--- config.mk ---
export PLATFORM = sky130hd
export DESIGN_NAME = can_acf_scan_ctrl
export DESIGN_NICKNAME = d
export VERILOG_FILES = /design/src/rtl/can_acf_pkg.sv /design/src/rtl/can_acf_match.sv /design/src/rtl/can_acf_scan_ctrl.sv
export SDC_FILE = /design/constraint.sdc
export NUM_CORES = 1
export LEC_CHECK = 0
export ABC_AREA = 1
export CORE_AREA = 2 2 195 197
export CTS_CLUSTER_DIAMETER = 200
export DETAILED_ROUTE_END_ITERATION = 8
export DIE_AREA = 0 0 197 199
export GPL_TIMING_DRIVEN = 0
export RECOVER_POWER = 50
export SYNTH_ARGS = -nofsm -noshare
export SYNTH_HDL_FRONTEND = slang
export SYNTH_HIERARCHICAL = 1
export SYNTH_SLANG_ARGS = --single-unit
export TNS_END_PERCENT = 50
--- constraint.sdc ---
create_clock -name i_sc_sys_clk -period 2.1 [get_ports i_sc_sys_clk]
set_input_delay 0.315 -clock i_sc_sys_clk [delete_from_list [all_inputs] [get_ports i_sc_sys_clk]]
set_output_delay 0.315 -clock i_sc_sys_clk [all_outputs]
set_load 0.02 [all_outputs]
--- src/rtl/can_acf_pkg.sv ---
// Shared types for the CAN acceptance-filter scan controller.
package can_acf_pkg;

  localparam int FRAME_W = 128;

  typedef enum logic [1:0] {
    S_IDLE  = 2'd0,
    S_SCAN  = 2'd1,
    S_WRITE = 2'd2
  } state_t;

endpackage

--- src/rtl/can_acf_match.sv ---
// Single filter-slot compare: masked ID equality gated by the slot enable.
module can_acf_match #(
  parameter int ID_W = 29
) (
  input  logic [ID_W-1:0] id,
  input  logic [ID_W-1:0] flt_id,
  input  logic [ID_W-1:0] flt_mask,
  input  logic            en,
  output logic            hit
);

  assign hit = en & (((id ^ flt_id) & flt_mask) == '0);

endmodule

--- src/rtl/can_acf_scan_ctrl.sv ---
// Acceptance-filter sequencer: latches a frame, scans filter slots one per clock,
// writes accepted frames to the RX FIFO and reports hit index, reject and overrun.
module can_acf_scan_ctrl
  import can_acf_pkg::*;
#(
  parameter  int NUM_FLT = 4,
  parameter  int ID_W    = 29,
  parameter  int ID_LSB  = 0,
  localparam int IDX_W   = $clog2(NUM_FLT)
) (
  input  logic                    i_sc_sys_clk,
  input  logic                    i_sc_reset_n,
  input  logic                    i_sc_rx_ready,
  input  logic [FRAME_W-1:0]      i_sc_rx_message,
  input  logic                    i_sc_rx_full,
  input  logic [NUM_FLT-1:0]      i_sc_uaf,
  input  logic [NUM_FLT*ID_W-1:0] i_sc_flt_id,
  input  logic [NUM_FLT*ID_W-1:0] i_sc_flt_mask,
  output logic                    o_sc_rx_w_en,
  output logic [FRAME_W-1:0]      o_sc_rx_fifo_w_data,
  output logic                    o_sc_acfbsy,
  output logic [IDX_W-1:0]        o_sc_hit_idx,
  output logic                    o_sc_reject,
  output logic                    o_sc_overrun
);

  localparam logic [IDX_W-1:0] LAST_IDX = IDX_W'(NUM_FLT - 1);

  state_t             state;
  logic [IDX_W-1:0]   idx;
  logic [FRAME_W-1:0] frame;
  logic               hit;

  // Slot configuration is read live every scan cycle from the currently indexed slot.
  can_acf_match #(
    .ID_W (ID_W)
  ) u_match (
    .id       (frame[ID_LSB +: ID_W]),
    .flt_id   (i_sc_flt_id[idx*ID_W +: ID_W]),
    .flt_mask (i_sc_flt_mask[idx*ID_W +: ID_W]),
    .en       (i_sc_uaf[idx]),
    .hit      (hit)
  );

  assign o_sc_rx_w_en        = (state == S_WRITE) & ~i_sc_rx_full;
  assign o_sc_acfbsy         = (state != S_IDLE);
  assign o_sc_rx_fifo_w_data = frame;

  always_ff @(posedge i_sc_sys_clk or negedge i_sc_reset_n) begin
    if (!i_sc_reset_n) begin
      state        <= S_IDLE;
      idx          <= '0;
      frame        <= '0;
      o_sc_hit_idx <= '0;
      o_sc_reject  <= 1'b0;
      o_sc_overrun <= 1'b0;
    end else begin
      o_sc_reject  <= 1'b0;
      o_sc_overrun <= 1'b0;
      unique case (state)
        S_IDLE: begin
          if (i_sc_rx_ready) begin
            frame <= i_sc_rx_message;
            idx   <= '0;
            state <= (i_sc_uaf == '0) ? S_WRITE : S_SCAN;
          end
        end
        S_SCAN: begin
          if (i_sc_rx_ready) o_sc_overrun <= 1'b1;
          if (hit) begin
            o_sc_hit_idx <= idx;
            state        <= S_WRITE;
          end else if (idx == LAST_IDX) begin
            o_sc_reject <= 1'b1;
            state       <= S_IDLE;
          end else begin
            idx <= idx + IDX_W'(1);
          end
        end
        S_WRITE: begin
          // A full FIFO and a frame arriving while busy both count as one lost-frame event.
          if (i_sc_rx_full || i_sc_rx_ready) o_sc_overrun <= 1'b1;
          state <= S_IDLE;
        end
        default: state <= S_IDLE;
      endcase
    end
  end

endmodule

==> results of run 1 <==
## synth_stat cells
library cell / count / area [µm²]
buf_2: 42 / 210.2
o21ai_0: 70 / 350.3
dfrtp_1: 136 / 3403
nand3_2: 3 / 30.03
or2_0: 1 / 6.260
buf_6: 13 / 146.4
buf_4: 1 / 7.510
clkbuf_1: 27 / 101.4
nor3_1: 1 / 5.000
nand3_1: 143 / 715.7
a21oi_1: 3 / 15.01
nand4_1: 1 / 6.260
inv_1: 42 / 157.7
o22ai_1: 59 / 369.1
inv_2: 4 / 15.01
nor2_2: 1 / 6.260
nand2_1: 346 / 1299
nand3b_1: 1 / 7.510
o21ai_1: 54 / 270.3
nor2_1: 161 / 604.3
ha_1: 5 / 62.56
## power groups by stage
stage | clock, mW | sequential, mW | combinational, mW
floorplan | 0 | 6.09 | 4.65
global placement | 0 | 4.77 | 11.4
detailed placement | 0 | 4.81 | 11.5
CTS | 3.00 | 4.80 | 12.0
global route | 3.11 | 4.93 | 13.0
finish | 2.90 | 4.77 | 12.0
## layer usage
layer | GRT usage (%) | share of wire [%] | up-vias | wire length [µm]
li1 | - | - | 4709 | -
met5 | 0 | 0 | - | 0
met1 | 22.83 | 41 | 4586 | 16180
met2 | 35.57 | 51 | 371 | 20290
met3 | 4.544 | 6.6 | 28 | 2633
met4 | 5.347 | 1.8 | 0 | 716
## layout make-up
class	instances	area [µm²]	area share [%]
well taps	474	593.1	4.112
multi-input cells	849	3993	27.68
plain buffers	82	525.5	3.643
inverters	46	180.2	1.249
clock inverters	11	98.84	0.6853
diodes	1	2.502	0.01735
flip-flops and latches	136	3406	23.61
repair buffers	514	5172	35.86
clock buffers	19	452.9	3.140
## final timing paths
check | startpoint | endpoint | slack (ns)
max | idx[0] | idx[1] | -0.53
min | i_sc_rx_message[10] | o_sc_rx_fifo_w_data[10] | 0.45
max reg2reg | idx[0] | idx[1] | -0.53
min reg2reg | o_sc_rx_fifo_w_data[81] | o_sc_rx_fifo_w_data[81] | 0.47
max in group asynchronous | i_sc_reset_n | o_sc_rx_fifo_w_data[18] | 0.17
min in group asynchronous | i_sc_reset_n | o_sc_rx_fifo_w_data[91] | 0.79
## cell usage in the layout, fill, tap and decap left out, types with 11 or more instances in the layout
cell	n
clkdlybuf4s50_1	443
nand2_1	341
nor2_1	146
nand3_1	139
dfrtp_1	134
o21ai_0	69
dlygate4sd3_1	55
o21ai_1	49
inv_1	42
buf_2	42
o22ai_1	40
o22ai_2	19
clkbuf_16	18
clkbuf_2	16
buf_6	11
nor2_2	11
## worst max-delay path: stages, from the launching register on
cell     delay [ns]
dfrtp_2        0.49
buf_8          0.17
inv_8          0.05
buf_4          0.10
buf_6          0.14
buf_6          0.18
nor2_1         0.07
o22ai_2        0.25
nand2_1        0.10
nor2_2         0.17
nor2_1         0.06
nand2_1        0.06
nor2_1         0.03
nand2_1        0.12
nor2_4         0.08
nand2_4        0.08
inv_2          0.05
nor2_4         0.12
nand2_2        0.06
nand2_1        0.07
nand2_1        0.05
## kinds of logic (layout without fill, tap and decap cells)
group | Yosys count | in the layout | synth area share (%)
AND/OR/NAND/NOR | 658 | 658 | 34.41
AO/OA/AOI/OAI | 186 | 186 | 12.90
flip-flops | 136 | 136 | 43.69
buffers and inverters | 129 | 672 | 8.193
adder cells (fa/ha/maj) | 5 | 5 | 0.8032
other | 0 | 1 | 0
## per-stage QoR
| stage | setup WS [ns] | power (mW) | hold WS (ns) |
|---|---|---|---|
| after floorplan | 0.0009361 | 10.74 | 0.01941 |
| after global placement | -5.259 | 16.21 | 0.4522 |
| after detailed placement | -1.129 | 16.31 | 0.3252 |
| after CTS | -0.6300 | 19.80 | 0.4180 |
| after global routing | -0.6679 | 21.07 | 0.4345 |
| final | -0.5325 | 19.65 | 0.4504 |
## sequential cells by signal, indices dropped and copies added (netlist names)
| name | flops |
|---|---|
| o_sc_rx_fifo_w_data | 128 |
| o_sc_hit_idx | 2 |
| idx | 2 |
| o_sc_reject | 1 |
| o_sc_overrun | 1 |
| state | 2 |
## what timing repair did
item                                    in CTS  in global routing
cloned                                       1                  1
gates resized for setup                     63                 44
hold buffers                                 1                  0
pin swaps                                   10                 13
endpoints found under the setup margin       9                  9
endpoints found under the hold margin       54                  0
buffers inserted                             7                  3
==> flow_summary.yaml, run 1 <==
yosys:
  yosys_warnings: 6
  synth_seq_cells: 136
  syn-num-nets: 1487
  ys_types: 21
  ys_seq_area_share_pct: 43.69
  avgSynthCellArea_um2: 6.992
  syn_inst: 1114
  syn_area_mm2: 0.007789
clock_tree:
  cts_buffers: 17
  clk_latency_ns: 0.42
  clockRootBuffer: "clkbuf_16"
  clockBufferDepth: 2
  h-tree-depth: 4
  cts_tree: "built"
  numClockSinks: 136
  clk_pin_slew_ns: 0.07
timing:
  min_period_over_period_pct: 125.4
  finalWorstPathRequiredPeriod_ns: 2.632
  drv_slew: 55
  setup_viol: 7
  maxSlewHeadroom_pct: -1.861
  fmax_ghz: 0.3799
  timing.final.hold_violations: 0
  tightest_slew_ns: 1.528
  setup_ws_ns: -0.5325
  tns_ns: -3.528
  rsz0062_at_grt: "yes"
  skew_ns: 0.01578
die:
  die_x_um: 197
  initial_utilization_pct: 20.98
  rows: 71
  die_area_mm2: 0.03920
  io_pins: 502
  coreArea_mm2: 0.03713
  chipHeight_um: 199
drt:
  wl_per_cell_um: 18.68
  first_pass_iters: 5
  vias: 9694
  drc: 0
  vias_per_cell: 4.547
  ant_nets: 0
  first_iter_violations: 441
  routed_wl_mm: 39.82
placement:
  hpwl_mm: 30.83
  io_buffers: 500
  dpl.cell_count: 2089
  gp_congestion: 0.8577
  placed_cell_area_mm2: 0.01342
hold_path:
  hold_depth: 3
  hp-class: "primary input to flop"
setup_path:
  cp_data_arrival_time_ns: 2.94
  critPathKind: "flop to flop"
  crit_path_end_kind: "flop"
  startpoint_type: "flop"
  critical_path.max_fanout: 10
  reg2regPathDepth: 20
  worstPathRequired_ns: 2.41
outcome:
  status: "finished, violations left"
  violations: "max-capacitance violations, max-slew violations, negative setup slack"
pwr:
  p_int_mw: 10.47
  combinationalPowerShare_pct: 61.0
  switchingPower_mw: 9.180
  pwr-share-clk_pct: 14.8
  swShare_pct: 46.73
  vdd_drop_max_mv: 0.6161
  power.density_mw_per_mm2: 1362
  leakagePower_nw: 6.642
  power_frac_seq_pct: 24.3
finish:
  num-nets-final: 2019
  fillers: 3912
  drive_gt1_share_pct: 10.80
  synthToLayoutAreaGrowth_pct: 85.19
  post-route-cell-area_mm2: 0.01442
  instances_no_fill: 2132
  final_util_pct: 38.84
global_route:
  grt_pass1_wl_mm: 57.76
  track_usage_pct: 19.50
  grt_antenna_before_repair: 1
  grt_pass1_vias: 9664
  grt_max_degree: 83
  overflow: 0
flow_run:
  maxCapViolCount: 1
Note: power is estimated with default switching activity, not from simulation.
==> inputs of run 2 (changes only) <==
--- a/config.mk
+++ b/config.mk
@@ -6,14 +6,13 @@
 export NUM_CORES = 1
 export LEC_CHECK = 0
 export ABC_AREA = 1
-export CORE_AREA = 2 2 195 197
+export CORE_AREA = 2 2 197 199
 export CTS_CLUSTER_DIAMETER = 200
 export DETAILED_ROUTE_END_ITERATION = 8
-export DIE_AREA = 0 0 197 199
+export DIE_AREA = 0 0 199 201
 export GPL_TIMING_DRIVEN = 0
 export RECOVER_POWER = 50
 export SYNTH_ARGS = -nofsm -noshare
 export SYNTH_HDL_FRONTEND = slang
-export SYNTH_HIERARCHICAL = 1
 export SYNTH_SLANG_ARGS = --single-unit
-export TNS_END_PERCENT = 50
+export TNS_END_PERCENT = 5
==> run 2 against run 1 <==
The flow finishes with violations (negative setup slack). Combinational power rose by 3%. Clock power grew 18%. Count of clock-buffer cells in the layout is 1 higher. Power grew 4.9%. Hold slack got worse by 0.0075 ns. Via count is 5.0% lower. Flip-flop and latch count is the same. Synthesized area is 0.69% lower. Utilization increased by 0.25 points. Largest cell class unchanged. Clock skew down 0.0023 ns. Setup slack improved by 0.41 ns.
==> flow_summary.yaml, run 2 <==
outcome:
  status: "finished, violations left"
  violations: "negative setup slack"
yosys:
  synthArstFlopShare_pct: 100.0
  yosysMostFrequentCell: "nand2_1"
  ys.flop_type: "dfrtp_1"
  synth_area_leaders: "dfrtp_1 (44%), nand2_1 (24%), mux2_2 (14%)"
  syn-num-nets: 1391
  ys_seq_area_share_pct: 44.00
  synth_edf_count: 0
  syn_area_mm2: 0.007735
  avgSynthCellArea_um2: 7.591
  ys_types: 23
  synth_seq_cells: 136
  synth_common_cells: "nand2_1 (503), dfrtp_1 (136), mux2_2 (99), nand3_1 (94), nor2_1 (55)"
  yosys_warnings: 0
  netlist.area_leader.share_pct: 44.00
  yosysTopAreaCell: "dfrtp_1"
  syn_inst: 1019
finish:
  final_common_cell: "nand2_1"
  final_cell_mix: "nand2_1 (458), clkdlybuf4s50_1 (436), dfrtp_1 (135)"
  final_util_pct: 39.09
  post-route-cell-area_mm2: 0.01490
  synthToLayoutAreaGrowth_pct: 92.59
  drive_gt1_share_pct: 16.60
  instances_no_fill: 2088
  largest_register_ff_count: 128
  num-nets-final: 1925
timing:
  min_period_over_period_pct: 105.9
  setup_ws_ns: -0.1247
  setup_viol: 6
  skew_ns: 0.01350
  maxSlewHeadroom_pct: 2.367
  drv_slew: 0
  fmax_ghz: 0.4495
  rsz0062_at_grt: "yes"
  tightest_slew_ns: 1.465
  finalWorstPathRequiredPeriod_ns: 2.225
  timing.final.hold_violations: 0
drt:
  vias_per_cell: 4.410
  ant_nets: 0
  first_pass_iters: 5
  first_iter_violations: 331
  vias: 9209
  routed_wl_mm: 44.17
  wl_per_cell_um: 21.15
  drc: 0
global_route:
  grt_antenna_before_repair: 5
  track_usage_pct: 20.74
  grt_max_degree: 85
  grt_pass1_vias: 9192
  overflow: 0
  grt_pass1_wl_mm: 58.51
placement:
  pre_cts_ws_ns: -1.488
  hpwl_mm: 33.98
  dpl.cell_count: 2039
  gp_congestion: 0.8581
  placed_cell_area_mm2: 0.01343
  io_buffers: 501
setup_path:
  cp_data_arrival_time_ns: 2.60
  worstPathRequired_ns: 2.48
  rrSetupSlack_ns: -0.12
  crit_path_end_kind: "flop"
  critical_path.max_fanout: 8
  critPathKind: "flop to flop"
  startpoint_type: "flop"
  reg2regPathDepth: 18
die:
  coreArea_mm2: 0.03811
  rows: 72
  die_area_mm2: 0.04000
  die_x_um: 199
  initial_utilization_pct: 20.30
  io_pins: 502
  chipHeight_um: 201
flow_run:
  maxCapViolCount: 0
clock_tree:
  clockBufferDepth: 2
  numClockSinks: 136
  cts_buffers: 17
  clk_pin_slew_ns: 0.07
  clk_latency_ns: 0.44
  clockRootBuffer: "clkbuf_16"
  h-tree-depth: 4
  cts_tree: "built"
pwr:
  power_mw: 20.61
  power.density_mw_per_mm2: 1384
  leakagePower_nw: 6.863
  vdd_drop_max_mv: 1.021
hold_path:
  hp-class: "primary input to flop"
  hold_depth: 3
-- run 2: cell families after synthesis --
family / Yosys count / share of synthesized area, %
AO/OA/AOI/OAI: 39 / 2.604
AND/OR/NAND/NOR: 658 / 33.65
multiplexers: 99 / 14.41
buffers and inverters: 83 / 4.691
flip-flops: 136 / 44.00
adder cells (fa/ha/maj): 4 / 0.6471
-- run 2: power breakdown --
part | internal, mW | total, mW | switching, mW
registers | 3.90 | 4.78 | 0.877
logic | 5.51 | 12.4 | 6.90
clock network | 2.07 | 3.42 | 1.35
-- run 2: metal layers --
layer | routed length [µm] | track usage (%) | vias to the layer above
met5 | 27 | 0 | -
met4 | 1715 | 8.955 | 4
met3 | 4321 | 8.317 | 70
met2 | 21500 | 36.10 | 432
met1 | 16610 | 21.98 | 4346
li1 | - | - | 4357
-- run 2: per-stage QoR --
| stage | hold WS [ns] | setup TNS, ns |
|---|---|---|
| after floorplan | 0.01941 | 0 |
| after global placement | 0.4742 | -822.09 |
| after detailed placement | 0.3190 | -84.08 |
| after CTS | 0.4033 | -1.018 |
| after global routing | 0.4441 | -4.904 |
| final | 0.4428 | -0.6160 |
-- run 2: critical path, cell delays in order, from the launching register on --
cell and delay, ns:
dfrtp_2 0.52, inv_4 0.09, buf_12 0.17, clkbuf_16 0.17
nand2_8 0.06, nand2_2 0.05, nand2_2 0.07, nand2_4 0.08
nand2_2 0.07, nand2_1 0.05, nor2_1 0.11, nand2_1 0.09
nor2_2 0.15, nand2_2 0.10, nand2_4 0.08, nand2_4 0.07
nand2_2 0.09, nand2_1 0.05, nand2_1 0.07
-- run 2: cell type report --
class                   instances  area, µm²
clock inverters                12      186.4
diodes                          4      10.01
fillers                      3924      23210
inverters                      40      152.6
plain buffers                  43      474.2
well taps                     518      648.1
flip-flops and latches        136       3405
clock buffers                  20      456.7
multi-input cells             800       4264
repair buffers                515       5300
-- run 2: timing repair --
item / CTS / global route
cloned: 1 / 8
setup buffers: 2 / 2
gates resized for setup: 103 / 82
pin swaps: 5 / 37
endpoints found under the setup margin: 108 / 22
hold buffers: 1 / 0
endpoints found under the hold margin: 52 / 0
-- run 2: final timing paths --
kind | start | endpoint
worst max-delay path | idx[0] | idx[0]
max in group asynchronous | i_sc_reset_n | idx[0]
worst min-delay path | i_sc_rx_message[22] | o_sc_rx_fifo_w_data[22]
worst min register to register | o_sc_rx_fifo_w_data[106] | o_sc_rx_fifo_w_data[106]
worst max register to register | idx[0] | idx[0]
min in group asynchronous | i_sc_reset_n | o_sc_rx_fifo_w_data[76]
==> inputs of run 3 (changes only) <==
--- a/config.mk
+++ b/config.mk
@@ -8,10 +8,12 @@
 export ABC_AREA = 1
 export CORE_AREA = 2 2 197 199
 export CTS_CLUSTER_DIAMETER = 200
+export CTS_CLUSTER_SIZE = 16
 export DETAILED_ROUTE_END_ITERATION = 8
 export DIE_AREA = 0 0 199 201
 export GPL_TIMING_DRIVEN = 0
 export RECOVER_POWER = 50
+export SKIP_LAST_GASP = 1
 export SYNTH_ARGS = -nofsm -noshare
 export SYNTH_HDL_FRONTEND = slang
 export SYNTH_SLANG_ARGS = --single-unit
==> constraint.sdc (replaced) <==
create_clock -name i_sc_sys_clk -period 2.1 [get_ports i_sc_sys_clk]
set_input_delay 0.21 -clock i_sc_sys_clk [delete_from_list [all_inputs] [get_ports i_sc_sys_clk]]
set_output_delay 0.21 -clock i_sc_sys_clk [all_outputs]
set_load 0.02 [all_outputs]
==> run 3 against run 2 <==
The flow still finishes with violations (negative setup slack). First-iteration DRC count is 12% higher. Register-to-register slack lost 0.03 ns. Maximum frequency is 1.5% lower. Die area is the same. Critical path depth down 1.
==> flow_summary.yaml, run 3 (synthesized netlist as in run 2, its figures left out) <==
clock_tree:
  h-tree-depth: 4
  clockBufferDepth: 2
  clockRootBuffer: "clkbuf_16"
  clk_latency_ns: 0.44
  numClockSinks: 136
  cts_tree: "built"
  clk_pin_slew_ns: 0.07
  cts_buffers: 17
timing:
  tightest_slew_ns: 1.441
  whs_ns: 0.3379
  setup_ws_ns: -0.1576
  fmax_ghz: 0.4430
  finalWorstPathRequiredPeriod_ns: 2.258
  maxSlewHeadroom_pct: 3.940
  timing.final.hold_violations: 0
  min_period_over_period_pct: 107.5
  rsz0062_at_grt: "yes"
  drv_slew: 0
  skew_ns: 0.01233
  setup_viol: 37
flow_run:
  maxCapViolCount: 0
finish:
  multi_input_area_mm2: 0.004283
  seqCellArea_mm2: 0.003405
  num-nets-final: 1923
  final_common_cell: "clkdlybuf4s50_1"
  fillers: 3921
  synthToLayoutAreaGrowth_pct: 92.46
  drive_gt1_share_pct: 16.43
  post-route-cell-area_mm2: 0.01489
  final_cell_mix: "clkdlybuf4s50_1 (475), nand2_1 (460), dfrtp_1 (135)"
  largest_register_ff_count: 128
  final_util_pct: 39.07
die:
  chipHeight_um: 201
  io_pins: 502
  rows: 72
  die_x_um: 199
  die_area_mm2: 0.04000
  coreArea_mm2: 0.03811
  initial_utilization_pct: 20.30
setup_path:
  cp_data_arrival_time_ns: 2.63
  worstPathCellList: "inv_4 > clkbuf_16 > clkbuf_16 > nand2_1 > nand2_1 > nand2_1 > nand3_1 > nand2_1 > nor2_4 > nand2_4 > nor2_4 > nand2_2 > nand2_4 > nand2_4 > nand2_2 > nand2_1 > nand2_1"
  crit_slowest_cell: "dfrtp_2"
  critical_path.max_fanout: 7
  crit_path_end_kind: "flop"
  path_delay_family: "simple AND/OR/NAND/NOR gates"
  critPathKind: "flop to flop"
  worstPathRequired_ns: 2.48
  cpPeakStageDelay_ns: 0.51
  path_buf_inv: 3
  startpoint_type: "flop"
  cp_common_cell: "nand2_1"
pwr:
  p_int_mw: 11.61
  swShare_pct: 44.10
  power.density_mw_per_mm2: 1395
  pwr-share-clk_pct: 16.5
  power_frac_seq_pct: 23.1
  switchingPower_mw: 9.162
  leakagePower_nw: 6.823
  combinationalPowerShare_pct: 60.4
  vdd_drop_max_mv: 1.027
drt:
  vias: 9251
  wl_per_cell_um: 21.15
  drc: 0
  first_iter_violations: 371
  ant_nets: 0
  routed_wl_mm: 44.12
  vias_per_cell: 4.435
  first_pass_iters: 5
outcome:
  status: "finished, violations left"
  violations: "negative setup slack"
global_route:
  track_usage_pct: 20.72
  grt_pass1_vias: 9189
  grt_max_degree: 85
  overflow: 0
  grt_pass1_wl_mm: 58.48
  grt_antenna_before_repair: 5
placement:
  hpwl_mm: 33.98
  io_buffers: 501
  placed_cell_area_mm2: 0.01343
  gp_congestion: 0.8581
hold_path:
  hp-class: "primary input to flop"
-- run 3: cell types whose count changed in the layout (fill, tap and decap cells not counted), sizes merged --
cell / before / now
buf: 35 / 32
clkdlybuf4s15: 0 / 1
clkdlybuf4s50: 436 / 475
dlygate4sd2: 2 / 0
dlygate4sd3: 63 / 26
-- run 3: layout make-up --
class / count / area share (%)
Sequential cell: 136 / 22.87
Clock buffer: 20 / 3.068
Multi-Input combinational cell: 800 / 28.77
Inverter: 40 / 1.025
Clock inverter: 12 / 1.252
Tap cell: 518 / 4.354
Buffer: 43 / 3.194
Timing Repair Buffer: 513 / 35.40
Antenna cell: 4 / 0.06724
-- run 3: stage by stage --
step | std cells | TNS [ns] | total power [mW] | setup slack, ns
4_1_cts | 2075 | -4.708 | 20.24 | -0.1884
3_3_place_gp | 2038 | -796.88 | 16.03 | -5.363
3_5_place_dp | 2039 | -73.18 | 16.17 | -1.383
5_1_grt | 2083 | -12.46 | 21.97 | -0.3223
6_report | 2086 | -1.860 | 20.77 | -0.1576
2_1_floorplan | 1019 | 0 | 10.32 | 0.2808
-- run 3: what timing repair did --
item | 4_1_cts | 5_1_grt
setup buffers | 2 | 0
pin swaps | 5 | 21
gates resized for setup | 90 | 90
cloned | 1 | 7
endpoints found under the hold margin | 52 | 0
setup endpoints to repair | 107 | 80
hold buffers | 1 | 0
-- run 3: path summary, 6_finish.rpt --
check	start	to	slack (ns)	cells past startpoint
setup / recovery	idx[0]	idx[0]	-0.16	17
hold / removal	i_sc_rx_message[22]	o_sc_rx_fifo_w_data[22]	0.34	3
setup reg to reg	idx[0]	idx[0]	-0.16	17
hold reg to reg	o_sc_rx_fifo_w_data[106]	o_sc_rx_fifo_w_data[106]	0.50	1
max in group asynchronous	i_sc_reset_n	idx[0]	0.26	3
min in group asynchronous	i_sc_reset_n	o_sc_rx_fifo_w_data[76]	0.65	2
-- run 3: worst reg2reg max path, cell delays in order (launching register included) --
cell	delay, ns
dfrtp_2	0.51
inv_4	0.14
clkbuf_16	0.18
clkbuf_16	0.16
nand2_1	0.07
nand2_1	0.07
nand2_1	0.06
nand3_1	0.11
nand2_1	0.11
nor2_4	0.13
nand2_4	0.08
nor2_4	0.12
nand2_2	0.10
nand2_4	0.10
nand2_4	0.08
nand2_2	0.08
nand2_1	0.04
nand2_1	0.07
-- run 3: layer usage --
metal  wire length (µm)  share of wire (%)  GRT usage (%)  vias up
met5                 27              0.061              0        -
met3               4325                9.8          8.451       87
li1                   -                  -              -     4343
met1              16550                 38          21.85     4359
met2              21230                 48          36.11      458
met4               1987                4.5          8.955        4
-- run 3: power groups by stage --
stage	clock, mW	sequential, mW	combinational (mW)
after floorplan	0	6.22	4.10
after global placement	0	4.77	11.3
after detailed placement	0	4.82	11.3
after CTS	3.51	4.80	11.9
after global routing	3.62	4.97	13.4
final	3.42	4.80	12.6
